===== src/rtl/dac_sample_scheduler.sv =====
// Buffers producer DAC codes and releases one per PWM window on the next_sample strobe.
// Latency: a popped code appears on `code` the cycle after the strobe; underrun pulses the cycle after a starved strobe.
// Backpressure: in_ready = (fifo_count < FIFO_DEPTH), taken from registered occupancy only (no path from next_sample).
// Optional feature: define DAC_UNDERRUN_COUNT_EN to add the 16-bit saturating underrun_count output.
module dac_sample_scheduler #(
    parameter int CYCLES_PER_WINDOW = 1024,
    parameter int CODE_WIDTH        = $clog2(CYCLES_PER_WINDOW),
    parameter int FIFO_DEPTH        = 4,
    parameter int PRIME_LEVEL       = 2
) (
    input  logic                          clk,
    input  logic                          rst,
    input  logic                          enable,
    input  logic [CODE_WIDTH-1:0]         in_code,
    input  logic                          in_valid,
    output logic                          in_ready,
    input  logic                          next_sample,
    output logic [CODE_WIDTH-1:0]         code,
    output logic                          running,
    output logic                          underrun,
`ifdef DAC_UNDERRUN_COUNT_EN
    output logic [15:0]                   underrun_count,
`endif
    output logic [$clog2(FIFO_DEPTH):0]   fifo_count
);

    localparam int PTR_W = $clog2(FIFO_DEPTH);
    localparam int CNT_W = PTR_W + 1;

    typedef enum logic [1:0] {
        ST_IDLE  = 2'd0,
        ST_PRIME = 2'd1,
        ST_RUN   = 2'd2
    } state_t;

    state_t                 state_q, state_d;
    logic [CODE_WIDTH-1:0]  code_q, code_d;
    logic                   underrun_q, underrun_d;
    logic [PTR_W-1:0]       wr_ptr_q, wr_ptr_d;
    logic [PTR_W-1:0]       rd_ptr_q, rd_ptr_d;
    logic [CNT_W-1:0]       count_q, count_d;
    logic [CODE_WIDTH-1:0]  mem_q [FIFO_DEPTH];

    logic                   push;
    logic                   pop;
    logic                   fifo_nonempty;
    logic                   primed;

    assign fifo_nonempty = (count_q != '0);
    assign primed        = (count_q >= CNT_W'(PRIME_LEVEL));
    assign in_ready      = (count_q < CNT_W'(FIFO_DEPTH));
    assign push          = in_valid && in_ready;

    // State register: reset returns to IDLE.
    always_ff @(posedge clk) begin
        if (rst) begin
            state_q <= ST_IDLE;
        end else begin
            state_q <= state_d;
        end
    end

    // Next-state logic: disable wins over a strobe; a starved strobe in RUN falls back to PRIME.
    always_comb begin
        state_d = state_q;
        case (state_q)
            ST_IDLE: begin
                if (enable) state_d = ST_PRIME;
            end
            ST_PRIME: begin
                if (!enable)                    state_d = ST_IDLE;
                else if (next_sample && primed) state_d = ST_RUN;
            end
            ST_RUN: begin
                if (!enable)                            state_d = ST_IDLE;
                else if (next_sample && !fifo_nonempty) state_d = ST_PRIME;
            end
            default: state_d = ST_IDLE;
        endcase
    end

    // Output logic: decide the pop, the next DAC code and the underrun pulse.
    always_comb begin
        pop        = 1'b0;
        code_d     = code_q;
        underrun_d = 1'b0;
        case (state_q)
            ST_IDLE: begin
                code_d = '0;
            end
            ST_PRIME: begin
                if (!enable) begin
                    code_d = '0;
                end else if (next_sample && primed) begin
                    pop    = 1'b1;
                    code_d = mem_q[rd_ptr_q];
                end
            end
            ST_RUN: begin
                if (!enable) begin
                    code_d = '0;
                end else if (next_sample) begin
                    if (fifo_nonempty) begin
                        pop    = 1'b1;
                        code_d = mem_q[rd_ptr_q];
                    end else begin
                        underrun_d = 1'b1;
                    end
                end
            end
            default: code_d = '0;
        endcase
    end

    // FIFO bookkeeping: pointers wrap naturally at the power-of-two depth; push+pop leaves count unchanged.
    always_comb begin
        wr_ptr_d = wr_ptr_q;
        rd_ptr_d = rd_ptr_q;
        count_d  = count_q;
        if (push) wr_ptr_d = wr_ptr_q + 1'b1;
        if (pop)  rd_ptr_d = rd_ptr_q + 1'b1;
        case ({push, pop})
            2'b10:   count_d = count_q + 1'b1;
            2'b01:   count_d = count_q - 1'b1;
            default: count_d = count_q;
        endcase
    end

    // Datapath registers: reset discards buffered samples and silences the DAC.
    always_ff @(posedge clk) begin
        if (rst) begin
            code_q     <= '0;
            underrun_q <= 1'b0;
            wr_ptr_q   <= '0;
            rd_ptr_q   <= '0;
            count_q    <= '0;
        end else begin
            code_q     <= code_d;
            underrun_q <= underrun_d;
            wr_ptr_q   <= wr_ptr_d;
            rd_ptr_q   <= rd_ptr_d;
            count_q    <= count_d;
        end
    end

    // Sample storage: contents need no reset since occupancy gates every read.
    always_ff @(posedge clk) begin
        if (!rst && push) begin
            mem_q[wr_ptr_q] <= in_code;
        end
    end

`ifdef DAC_UNDERRUN_COUNT_EN
    logic [15:0] urun_cnt_q, urun_cnt_d;

    // Underrun counter next value: saturates rather than wrapping.
    always_comb begin
        urun_cnt_d = urun_cnt_q;
        if (underrun_d && (urun_cnt_q != 16'hFFFF)) urun_cnt_d = urun_cnt_q + 16'd1;
    end

    // Underrun counter register: cleared only by reset, never by enable.
    always_ff @(posedge clk) begin
        if (rst) urun_cnt_q <= '0;
        else     urun_cnt_q <= urun_cnt_d;
    end

    assign underrun_count = urun_cnt_q;
`endif

    assign code       = code_q;
    assign underrun   = underrun_q;
    assign running    = (state_q == ST_RUN);
    assign fifo_count = count_q;

endmodule


===== config.mk =====
export PLATFORM = sky130hd
export DESIGN_NAME = dac_sample_scheduler
export DESIGN_NICKNAME = d
export VERILOG_FILES = /design/src/rtl/dac_sample_scheduler.sv
export SDC_FILE = /design/constraint.sdc
export NUM_CORES = 1
export LEC_CHECK = 0
export CORE_MARGIN = 4
export CORE_UTILIZATION = 55
export CTS_CLUSTER_DIAMETER = 50
export DETAILED_ROUTE_END_ITERATION = 12
export GPL_ROUTABILITY_DRIVEN = 0
export PLACE_DENSITY = 0.84
export SLEW_MARGIN = 20
export SYNTH_ARGS = -nofsm -noshare
export SYNTH_HDL_FRONTEND = slang
export SYNTH_SLANG_ARGS = --single-unit

===== constraint.sdc =====
create_clock -name clk -period 7.2 [get_ports clk]
set_input_delay 1.08 -clock clk [delete_from_list [all_inputs] [get_ports clk]]
set_output_delay 1.08 -clock clk [all_outputs]
set_load 0.02 [all_outputs]

==> reports/results.ini, run 1 <==
[yosys]
synth_cell_area_mm2=0.002534
synth_area_per_cell_um2=13.77
synth.lib_cells_used.distinct=29
synthesized_netlist_cell_count=184
synthesis.nets=209
synth.yosys.seq_area_share=0.6479
register_bit_total_from_synthesis=62
ys_warn_count=0

[placed_design]
placed_cell_area_mm2=0.002879
io_buffers=30
dp_hpwl_um=2963

[clock_network]
cts_sinks=62
postCtsResizedCells=0
cts.repair_timing.setup_buffer_count=0
cts_buffer_depth=2
clock-root-buffer=sky130_fd_sc_hd__clkbuf_8
cts_hold_repair.buffers=0
tritoncts=yes
cts_clk_pin_slew_worst_paths_ns=0.07
cts.htree.levels=3
cts_buffers=9
insertion_delay_of_the_later_clocked_pin_in_the_worst_skew_pair_ns=0.34

[grt]
grt_start_max_net_pins=23
grt_overflow_total=0
grt_first_pass_wirelength_um=7203
globalRouteTotalUtil=0.1838
initial_antenna_violation_count=0
first_global_vias=1456

[cells_and_area]
final_net_count=245
area_growth_pct=21.53
final_layout_size_suffix_gt1_frac=0.09778
antenna_fix_cells=0
fin_area_mm2=0.003079
nFillCells=312

[die]
dieHeight_um=75.87
floorplan.die_area_mm2=0.005756
die_w_um=75.87
placementRows=24
core_area_mm2=0.004414
pin_count=31
initial_utilization=0.5740

[worst_setup_path]
cp_slowest_stage_delay_ns=0.65
rr_startpoint=state_q[0]
cp_slowest_cell=sky130_fd_sc_hd__clkdlybuf4s50_1
critical_path_peak_fanout=10
critical_path_arrival_ns=3.45
crit_end=fifo_count[2]
crit_family=simple AND/OR/NAND/NOR gates
critical_path.reg2reg.endpoint=fifo_count[2]
crit_required_ns=7.45
crit_path_end_kind=flip-flop
worst_r2r_path_depth=10
timing.critical_path.from_type=input pin
crit_cells=9
worst-setup-path-type=in -> reg
rrSetupSlack_ns=4.63
critical_path.cell_chain=clkdlybuf4s50_1, nand3_1, nor2_1, ha_1, inv_1, fa_1, xor2_1, or3_2, a21oi_1
crit_path_start=enable
crit_buf_inv=2

[routing]
drc_markers=0
detail_route.wirelength.met1_um=1992
routed-wl-met2_um=2223
route.vias.total=1538
drt_first_iter_violations=74
dr.max_layer_used=met4
drt-total-wl_um=4572
route.met3.wl_um=217
detail_route.wl_per_cell_um=16.51
antenna_left=0
drtPass1Iterations=4
avgViaCountPerCell=5.552

[pwr]
highest_ir_drop_seen_on_vdd_uv=164.9
power.density_mw_per_mm2=247.9
totalPowerFinal_mw=0.7634
power.leakage_nw=1.077

[sta]
final_max_slew_viol_count=0
worst_slew_margin_rel=0.3964
measured_slew_at_the_worst_slew_check_pin_ns=0.9026
final.period_utilization=0.4440
setup-violations-final=0
finalHoldWorstSlack_ns=0.4946
finalSetupTns_ns=0
grt_setup_unrepaired=no
period_minus_slack_ns=3.196
clock_skew_ns=0.004402
final_hold_viol_count=0
fmax_mhz=312.8

[hold_path]
timing.hold.worst.class=reg -> reg
hold_depth=2

[job]
maxCapViolCount=0

[run_status]
result_of_the_run=finished, final reports clean

[flip-flops by register name (all words and copies together) (netlist names), named ones only]
name	cells
mem_q	40
code	10
underrun	1
wr_ptr_q	2
fifo_count	3
state_q	2
rd_ptr_q	2
[layout by cell type (no fill, tap or decap), drive strengths merged]
| master | n |
|---|---|
| o2111ai | 1 |
| dfxtp | 22 |
| xnor2 | 3 |
| fa | 1 |
| edfxtp | 40 |
| and2 | 5 |
| nor2b | 1 |
| clkinv | 3 |
| o21ai | 4 |
| a21boi | 1 |
| ha | 9 |
| a32oi | 1 |
| nand3 | 2 |
| mux2i | 30 |
| bufinv | 1 |
| clkinvlp | 3 |
| nor3b | 2 |
| and2b | 1 |
| nor2 | 21 |
| xor2 | 2 |
| or3 | 1 |
| clkbuf | 9 |
| a21oi | 5 |
| o22ai | 10 |
| or4b | 1 |
| nand3b | 1 |
| o211ai | 1 |
| buf | 1 |
| inv | 10 |
| a32o | 1 |
| clkdlybuf4s50 | 30 |
| a211oi | 1 |
| nand4 | 1 |
[worst min-delay path by stage]
| stage | from | end |
|---|---|---|
| 5_1_grt | code[9] | code[9] |
| 2_1_floorplan | state_q[1] | state_q[1] |
| 3_5_place_dp | code[9] | code[9] |
| 4_1_cts | code[9] | code[9] |
| 6_report | code[9] | code[9] |
| 3_3_place_gp | code[2] | code[2] |
[cells by family after synthesis]
| kind of cell | Yosys count | share of synthesized area |
|---|---|---|
| mux | 30 | 0.1185 |
| flops | 62 | 0.6479 |
| compound gates | 25 | 0.06519 |
| simple gates | 36 | 0.07309 |
| buf+inv | 16 | 0.02568 |
| xor+xnor | 5 | 0.01729 |
| fa+ha+maj | 10 | 0.05235 |
[worst reg2reg max path: stages, from the launching register on]
cell	delay, ns
sky130_fd_sc_hd__dfxtp_1	0.39
sky130_fd_sc_hd__inv_1	0.09
sky130_fd_sc_hd__ha_1	0.32
sky130_fd_sc_hd__nand3_1	0.10
sky130_fd_sc_hd__nor2_1	0.22
sky130_fd_sc_hd__ha_1	0.22
sky130_fd_sc_hd__inv_1	0.06
sky130_fd_sc_hd__fa_1	0.37
sky130_fd_sc_hd__xor2_1	0.16
sky130_fd_sc_hd__or3_2	0.40
sky130_fd_sc_hd__a21oi_1	0.15
[metal layers]
metal | vias up | global-route usage
li1 | 751 | -
met1 | 733 | 0.2238
met2 | 40 | 0.2823
met3 | 14 | 0.05805
met4 | 0 | 0.1165
met5 | - | 0
[synthesized netlist by cell type, drive strengths merged]
cell type   n  area share
a32o        1      0.0040
nor3b       2      0.0059
dfxtp      22        0.17
and2        5       0.012
ha          9       0.044
xnor2       3       0.010
a21boi      1      0.0030
nand3b      1      0.0030
nand4       1      0.0025
nor2b       1      0.0025
o21ai       4      0.0079
or4b        1      0.0054
o22ai      10       0.025
clkbuf      2      0.0030
inv        10       0.015
or3         1      0.0030
buf         4      0.0079
a21oi       5      0.0099
mux2i      30        0.12
a211oi      1      0.0030
nor2       21       0.031
o211ai      1      0.0030
xor2        2      0.0069
and2b       1      0.0035
edfxtp     40        0.47
nand3       2      0.0040
fa          1      0.0079
a32oi       1      0.0064
o2111ai     1      0.0035
[where the power goes]
group	internal (mW)	total [mW]	switching, mW
Sequential	0.390	0.398	0.00728
Combinational	0.0302	0.0664	0.0361
Clock	0.160	0.299	0.139
Total	0.581	0.763	0.183
[final cells by class]
| type | count | area, um^2 | area share |
|---|---|---|---|
| tap | 52 | 65.06 | 0.02113 |
| clock inverter | 7 | 75.07 | 0.02438 |
| inverter | 10 | 37.54 | 0.01219 |
| multi-input combinational | 106 | 827.0 | 0.2686 |
| clock buffer | 9 | 123.9 | 0.04023 |
| timing repair buffer | 31 | 307.8 | 0.09996 |
| sequential | 62 | 1643 | 0.5335 |
[through the flow]
stage / setup slack (ns) / util / instances
floorplan: 4.362 / - / 184
global placement: 3.753 / 0.6522 / 261
detailed placement: 3.646 / 0.6522 / 261
CTS: 4.004 / 0.6973 / 277
global route: 3.838 / 0.6976 / 277
finish: 4.004 / 0.6976 / 277
Note: power is estimated with default switching activity, not from simulation.
==> run 2: changes to the inputs <==
--- a/config.mk
+++ b/config.mk
@@ -6,11 +6,11 @@
 export NUM_CORES = 1
 export LEC_CHECK = 0
 export CORE_MARGIN = 4
-export CORE_UTILIZATION = 55
+export CORE_UTILIZATION = 54
 export CTS_CLUSTER_DIAMETER = 50
 export DETAILED_ROUTE_END_ITERATION = 12
 export GPL_ROUTABILITY_DRIVEN = 0
-export PLACE_DENSITY = 0.84
+export PLACE_DENSITY = 0.83
 export SLEW_MARGIN = 20
 export SYNTH_ARGS = -nofsm -noshare
 export SYNTH_HDL_FRONTEND = slang
==> constraint.sdc (replaced) <==
create_clock -name clk -period 3.26 [get_ports clk]
set_input_delay 0.489 -clock clk [delete_from_list [all_inputs] [get_ports clk]]
set_output_delay 0.489 -clock clk [all_outputs]
set_load 0.02 [all_outputs]
==> reports/results.ini, run 2 (same netlist as run 1, synthesis figures left out) <==
[sta]
measured_slew_at_the_worst_slew_check_pin_ns=0.5623  ; -0.3403 ns
finalSetupTns_ns=0  ; unchanged
period_minus_slack_ns=2.518
setup-violations-final=0  ; unchanged
clock_skew_ns=0.008919  ; +0.004517 ns
fmax_mhz=397.2
final_max_slew_viol_count=0  ; unchanged
final.period_utilization=0.7723
worst_slew_margin_rel=0.6251  ; +0.2287
grt_setup_unrepaired=no
finalHoldWorstSlack_ns=0.5010  ; +0.006325 ns
final_hold_viol_count=0  ; unchanged

[pwr]
power_frac_seq=0.503  ; -0.018
power_frac_comb=0.084  ; -0.003
power.density_mw_per_mm2=561.6  ; +130%
power.leakage_nw=1.102  ; +2.3%
clock_power_share=0.413  ; +0.021
highest_ir_drop_seen_on_vdd_uv=477.8  ; +190%
power.internal_mw=1.359  ; +130%
switching_power_mw=0.3865  ; +110%
power.switching_fraction=0.2214  ; -0.01811

[clock_network]
cts_clk_pin_slew_worst_paths_ns=0.07  ; about the same
cts_sinks=62  ; unchanged
clock-root-buffer=sky130_fd_sc_hd__clkbuf_8
tritoncts=yes
cts.repair_timing.setup_buffer_count=0  ; unchanged
cts_hold_repair.buffers=0  ; unchanged
cts_buffer_depth=2  ; unchanged
cts_buffers=9  ; unchanged
postCtsResizedCells=0  ; unchanged
cts.htree.levels=3  ; unchanged
insertion_delay_of_the_later_clocked_pin_in_the_worst_skew_pair_ns=0.33  ; about the same

[cells_and_area]
nFillCells=317  ; +1.6%
largest_register_ff_count=40  ; unchanged
area_growth_pct=22.67
sequential_cell_area_mm2=0.001642  ; about the same
final_layout_size_suffix_gt1_frac=0.09692  ; -0.0008615
max_flop_register=mem_q
final_net_count=247  ; +0.82%
multi_input_area_um2=827.0  ; unchanged
layout_common_cells=sky130_fd_sc_hd__edfxtp_1 (40), sky130_fd_sc_hd__mux2i_1 (30), sky130_fd_sc_hd__clkdlybuf4s50_1 (30)
mostFrequentLayoutCell=sky130_fd_sc_hd__edfxtp_1
antenna_fix_cells=0  ; unchanged
final_core_util=0.6993  ; +0.001762

[worst_setup_path]
critical_path.cell_chain=clkdlybuf4s50_1, nand3_1, nor2_1, ha_1, inv_1, fa_1, xor2_1, or3_2, a21oi_1
critical_path_arrival_ns=2.79  ; -0.66 ns
critical_path.reg2reg.endpoint=fifo_count[2]
critical_path_peak_fanout=10  ; unchanged
cp_slowest_cell=sky130_fd_sc_hd__clkdlybuf4s50_1
crit_cells=9  ; unchanged
rrSetupSlack_ns=0.80  ; -3.83 ns
worst_r2r_path_depth=10  ; unchanged
worst-setup-path-type=in -> reg
crit_required_ns=3.53  ; -3.92 ns
crit_buf_inv=2  ; unchanged
rr_startpoint=state_q[0]
crit_family=simple AND/OR/NAND/NOR gates
crit_path_end_kind=flip-flop
cp_slowest_stage_delay_ns=0.65  ; about the same
timing.critical_path.from_type=input pin

[hold_path]
hold-path-endpoint=code[2]
timing.hold.worst.class=reg -> reg
min-delay-start=code[2]
hold_depth=2  ; unchanged

[run_status]
result_of_the_run=finished, final reports clean

[placed_design]
io_buffers=30  ; unchanged
dp_hpwl_um=2847  ; -3.9%

[routing]
detail_route.wl_per_cell_um=15.78  ; -4.4%
drt_first_iter_violations=81  ; +9.5%
drc_markers=0  ; unchanged
routed-wl-met2_um=2143  ; -3.6%
detail_route.wirelength.met1_um=1933  ; -3.0%
drtPass1Iterations=4  ; unchanged
avgViaCountPerCell=5.509  ; -0.78%
drt-total-wl_um=4404  ; -3.7%
dr.max_layer_used=met4
antenna_left=0  ; unchanged
route.met3.wl_um=230  ; +6.0%
route.vias.total=1537  ; -0.065%

[die]
placementRows=24  ; unchanged
core_area_mm2=0.004444  ; +0.68%
pin_count=31  ; unchanged
dieHeight_um=76.50  ; +0.83%
initial_utilization=0.5701  ; -0.003878
die_w_um=76.50  ; +0.83%
floorplan.die_area_mm2=0.005852  ; +1.7%

[grt]
grt_first_pass_wirelength_um=7355  ; +2.1%
first_global_vias=1503  ; +3.2%
grt_start_max_net_pins=23  ; unchanged
initial_antenna_violation_count=0  ; unchanged
globalRouteTotalUtil=0.1674  ; -0.01634
grt_overflow_total=0  ; unchanged

[job]
maxCapViolCount=0  ; unchanged

run 2: cell types whose count changed in the layout (fill, tap and decap cells not counted), sizes merged:
cell	before	now
buf	1	3
bufinv	1	2
clkbuf	9	10
clkinvlp	3	1
run 2: power groups by stage:
| stage | registers (mW) | logic, mW | clock network (mW) |
|---|---|---|---|
| after floorplan | 0.901 | 0.0799 | 0 |
| after global placement | 0.893 | 0.143 | 0 |
| after detailed placement | 0.895 | 0.148 | 0 |
| after CTS | 0.877 | 0.149 | 0.739 |
| after global routing | 0.880 | 0.163 | 0.774 |
| final | 0.877 | 0.146 | 0.722 |
run 2: worst max path at each step:
| stage | from | endpoint | slack [ns] |
|---|---|---|---|
| 6_report | enable | fifo_count[2] | 0.74 |
| 5_1_grt | enable | fifo_count[2] | 0.64 |
| 3_5_place_dp | enable | fifo_count[2] | 0.38 |
| 3_3_place_gp | enable | fifo_count[2] | 0.42 |
| 4_1_cts | enable | fifo_count[2] | 0.75 |
| 2_1_floorplan | state_q[0] | fifo_count[2] | 0.90 |
run 2: final cells by class:
class                      count  share of cell area
clock buffer                  10             0.04106
timing repair buffer          33              0.1039
clock inverter                 6             0.02778
tap                           52             0.02093
multi-input combinational    106              0.2661
sequential                    62              0.5282
inverter                      10             0.01208
run 2: worst register-to-register path: cells and delay by family, from the launching register on:
kind | cells | cell delay (ns)
xor gates and xnor gates | 1 | 0.15
buffers and inverters | 2 | 0.14
and+or+nand+nor | 3 | 0.68
AOI/OAI and AO/OA | 1 | 0.14
DFF | 1 | 0.39
adders and majority gates | 3 | 0.90
run 2: metrics by stage:
stage | power [mW] | area, um^2 | setup WS [ns] | instances
3_5_place_dp | 1.043 | 2894 | 0.3805 | 263
2_1_floorplan | 0.9804 | 2534 | 0.9002 | 184
5_1_grt | 1.817 | 3108 | 0.6391 | 279
6_report | 1.746 | 3108 | 0.7422 | 279
3_3_place_gp | 1.037 | 2894 | 0.4241 | 263
4_1_cts | 1.766 | 3108 | 0.7475 | 279
run 2: layer usage:
metal,up-vias,track usage
met5,-,0
li1,752,-
met1,739,0.2045
met3,9,0.05201
met2,37,0.2636
met4,0,0.09239
==> run 3: changes to the inputs <==
--- a/config.mk
+++ b/config.mk
@@ -6,11 +6,11 @@
 export NUM_CORES = 1
 export LEC_CHECK = 0
 export CORE_MARGIN = 4
-export CORE_UTILIZATION = 54
+export CORE_UTILIZATION = 49
 export CTS_CLUSTER_DIAMETER = 50
 export DETAILED_ROUTE_END_ITERATION = 12
 export GPL_ROUTABILITY_DRIVEN = 0
-export PLACE_DENSITY = 0.83
+export PLACE_DENSITY = 0.79
 export SLEW_MARGIN = 20
 export SYNTH_ARGS = -nofsm -noshare
 export SYNTH_HDL_FRONTEND = slang
==> constraint.sdc (replaced) <==
create_clock -name clk -period 2.1 [get_ports clk]
set_input_delay 0.315 -clock clk [delete_from_list [all_inputs] [get_ports clk]]
set_output_delay 0.315 -clock clk [all_outputs]
set_load 0.02 [all_outputs]
==> reports/results.ini, run 3 (same netlist as run 1, synthesis figures left out) <==
[clock_network]
cts_buffers=9  ; unchanged
cts_sinks=62  ; unchanged
cts_clk_pin_slew_worst_paths_ns=0.07  ; about the same
insertion_delay_of_the_later_clocked_pin_in_the_worst_skew_pair_ns=0.33  ; about the same
cts.htree.levels=3  ; unchanged
clock-root-buffer=sky130_fd_sc_hd__clkbuf_8
cts_buffer_depth=2  ; unchanged
tritoncts=yes
cts_hold_repair.buffers=0  ; unchanged

[pwr]
power.leakage_nw=1.233  ; +12%
power.density_mw_per_mm2=808.1  ; +44%
totalPowerFinal_mw=2.772  ; +59%
highest_ir_drop_seen_on_vdd_uv=708.3  ; +48%

[sta]
finalHoldWorstSlack_ns=0.4925  ; -0.008475 ns
period_minus_slack_ns=2.066
grt_setup_unrepaired=yes
fmax_mhz=484.1
final_max_slew_viol_count=0  ; unchanged
measured_slew_at_the_worst_slew_check_pin_ns=0.4493  ; -0.1129 ns
final.setup.worst_slack_ns=0.03441  ; -0.7077 ns
setup-violations-final=0  ; unchanged
worst_slew_margin_rel=0.6973  ; +0.07213
final.period_utilization=0.9836
clock_skew_ns=0.006898  ; -0.002021 ns
finalSetupTns_ns=0  ; unchanged
final_hold_viol_count=0  ; unchanged

[worst_setup_path]
worst-setup-path-type=reg -> reg
crit_buf_inv=2  ; unchanged
timing.critical_path.from_type=flip-flop
worst_r2r_path_depth=10  ; unchanged
crit_cells=10  ; +1
critical_path_peak_fanout=2  ; -8
crit_family=adder cells
critical_path_arrival_ns=2.33  ; -0.46 ns
crit_path_end_kind=flip-flop
cp_slowest_stage_delay_ns=0.34  ; -0.31 ns
critical_path.cell_chain=inv_2, ha_4, nand3_4, nor2_4, ha_4, inv_2, fa_2, xor2_2, or3_4, a21oi_2
crit_required_ns=2.36  ; -1.17 ns
cp_slowest_cell=sky130_fd_sc_hd__fa_2

[cells_and_area]
area_growth_pct=35.36
max_flop_register=mem_q
largest_register_ff_count=40  ; unchanged
final_layout_size_suffix_gt1_frac=0.2267  ; +0.1298
sequential_cell_area_mm2=0.001644  ; +0.15%
layout_common_cells=sky130_fd_sc_hd__edfxtp_1 (40), sky130_fd_sc_hd__mux2i_1 (30), sky130_fd_sc_hd__clkdlybuf4s50_1 (30)
fin_cells=314  ; +13%
antenna_fix_cells=0  ; unchanged
mostFrequentLayoutCell=sky130_fd_sc_hd__edfxtp_1
multi_input_area_um2=914.6  ; +11%
final_net_count=267  ; +8.1%
nFillCells=352  ; +11%

[placed_design]
pre_cts_ws_ns=-0.2413  ; -0.6218 ns
dp_hpwl_um=3146  ; +11%
placed_cells=294  ; +12%
io_buffers=30  ; unchanged

[grt]
met3_resource_use_gr=0.04176  ; -0.01025
grt_use_met2=0.2674  ; +0.003764
grt_start_max_net_pins=22  ; -4.3%
initial_antenna_violation_count=0  ; unchanged
most_crowded_layer_gr=met2
grt_first_pass_wirelength_um=7831  ; +6.5%
first_global_vias=1654  ; +10%
grt_overflow_total=0  ; unchanged
global_route_track_usage_on_met1=0.2062  ; +0.001733
globalRouteTotalUtil=0.1670  ; -0.0003995

[die]
initial_utilization=0.5192  ; -0.05087
core_area_mm2=0.004880  ; +9.8%
dieHeight_um=79.91  ; +4.5%
pin_count=31  ; unchanged
die_w_um=79.91  ; +4.5%
floorplan.die_area_mm2=0.006386  ; +9.1%
placementRows=25  ; +4.2%

[routing]
detail_route.wl_per_cell_um=15.39  ; -2.5%
drtPass1Iterations=4  ; unchanged
route.vias.total=1623  ; +5.6%
drt_first_iter_violations=53  ; -35%
drc_markers=0  ; unchanged
avgViaCountPerCell=5.169  ; -6.2%
drt-total-wl_um=4834  ; +9.8%
antenna_left=0  ; unchanged

[hold_path]
timing.hold.worst.class=reg -> reg
hold_depth=2  ; unchanged

[job]
maxCapViolCount=0  ; unchanged

[run_status]
result_of_the_run=finished, final reports clean

run 3: report_power, final:
| part | switching [mW] | internal [mW] |
|---|---|---|
| registers | 0.0214 | 1.34 |
| logic | 0.149 | 0.152 |
| clock network | 0.445 | 0.666 |
run 3: what timing repair did:
action / in CTS / in global routing
setup buffers: 3 / 1
gates resized for setup: 1 / 6
pin swaps: 3 / 2
endpoints found under the setup margin: 1 / 2
endpoints found under the hold margin: 0 / 0
run 3: tightest hold or removal path: cells and delay by family, from the launching register on:
| kind | cells | cell delay (ns) |
|---|---|---|
| flip-flops | 1 | 0.33 |
| AND/OR/NAND/NOR | 1 | 0.07 |
| multiplexers | 1 | 0.06 |
run 3: through the flow:
step	utilization	area [um^2]
4_1_cts	0.6926	3379
3_3_place_gp	0.6433	3139
2_1_floorplan	-	2577
6_report	0.7028	3430
5_1_grt	0.7028	3430
3_5_place_dp	0.6433	3139
run 3: metal layers:
metal / part of all wire / wire (um) / vias up
li1: - / - / 790
met1: 0.45 / 2184 / 782
met2: 0.49 / 2367 / 38
met3: 0.035 / 169 / 13
met4: 0.023 / 113 / 0
met5: 0 / 0 / -
run 3: worst paths after layout:
| path | slack (ns) | to | startpoint |
|---|---|---|---|
| max | 0.03 | fifo_count[2] | state_q[0] |
| max reg2reg | 0.03 | fifo_count[2] | state_q[0] |
| min reg2reg | 0.49 | code[6] | code[6] |
| min | 0.49 | code[6] | code[6] |
run 3: area by class of cell:
type / count / share of cell area
clock inverters: 6 / 0.02517
flip-flops and latches: 62 / 0.4794
clock buffers: 10 / 0.03721
inverters: 10 / 0.01094
well taps: 67 / 0.02444
repair buffers: 53 / 0.1561
multi-input cells: 106 / 0.2667
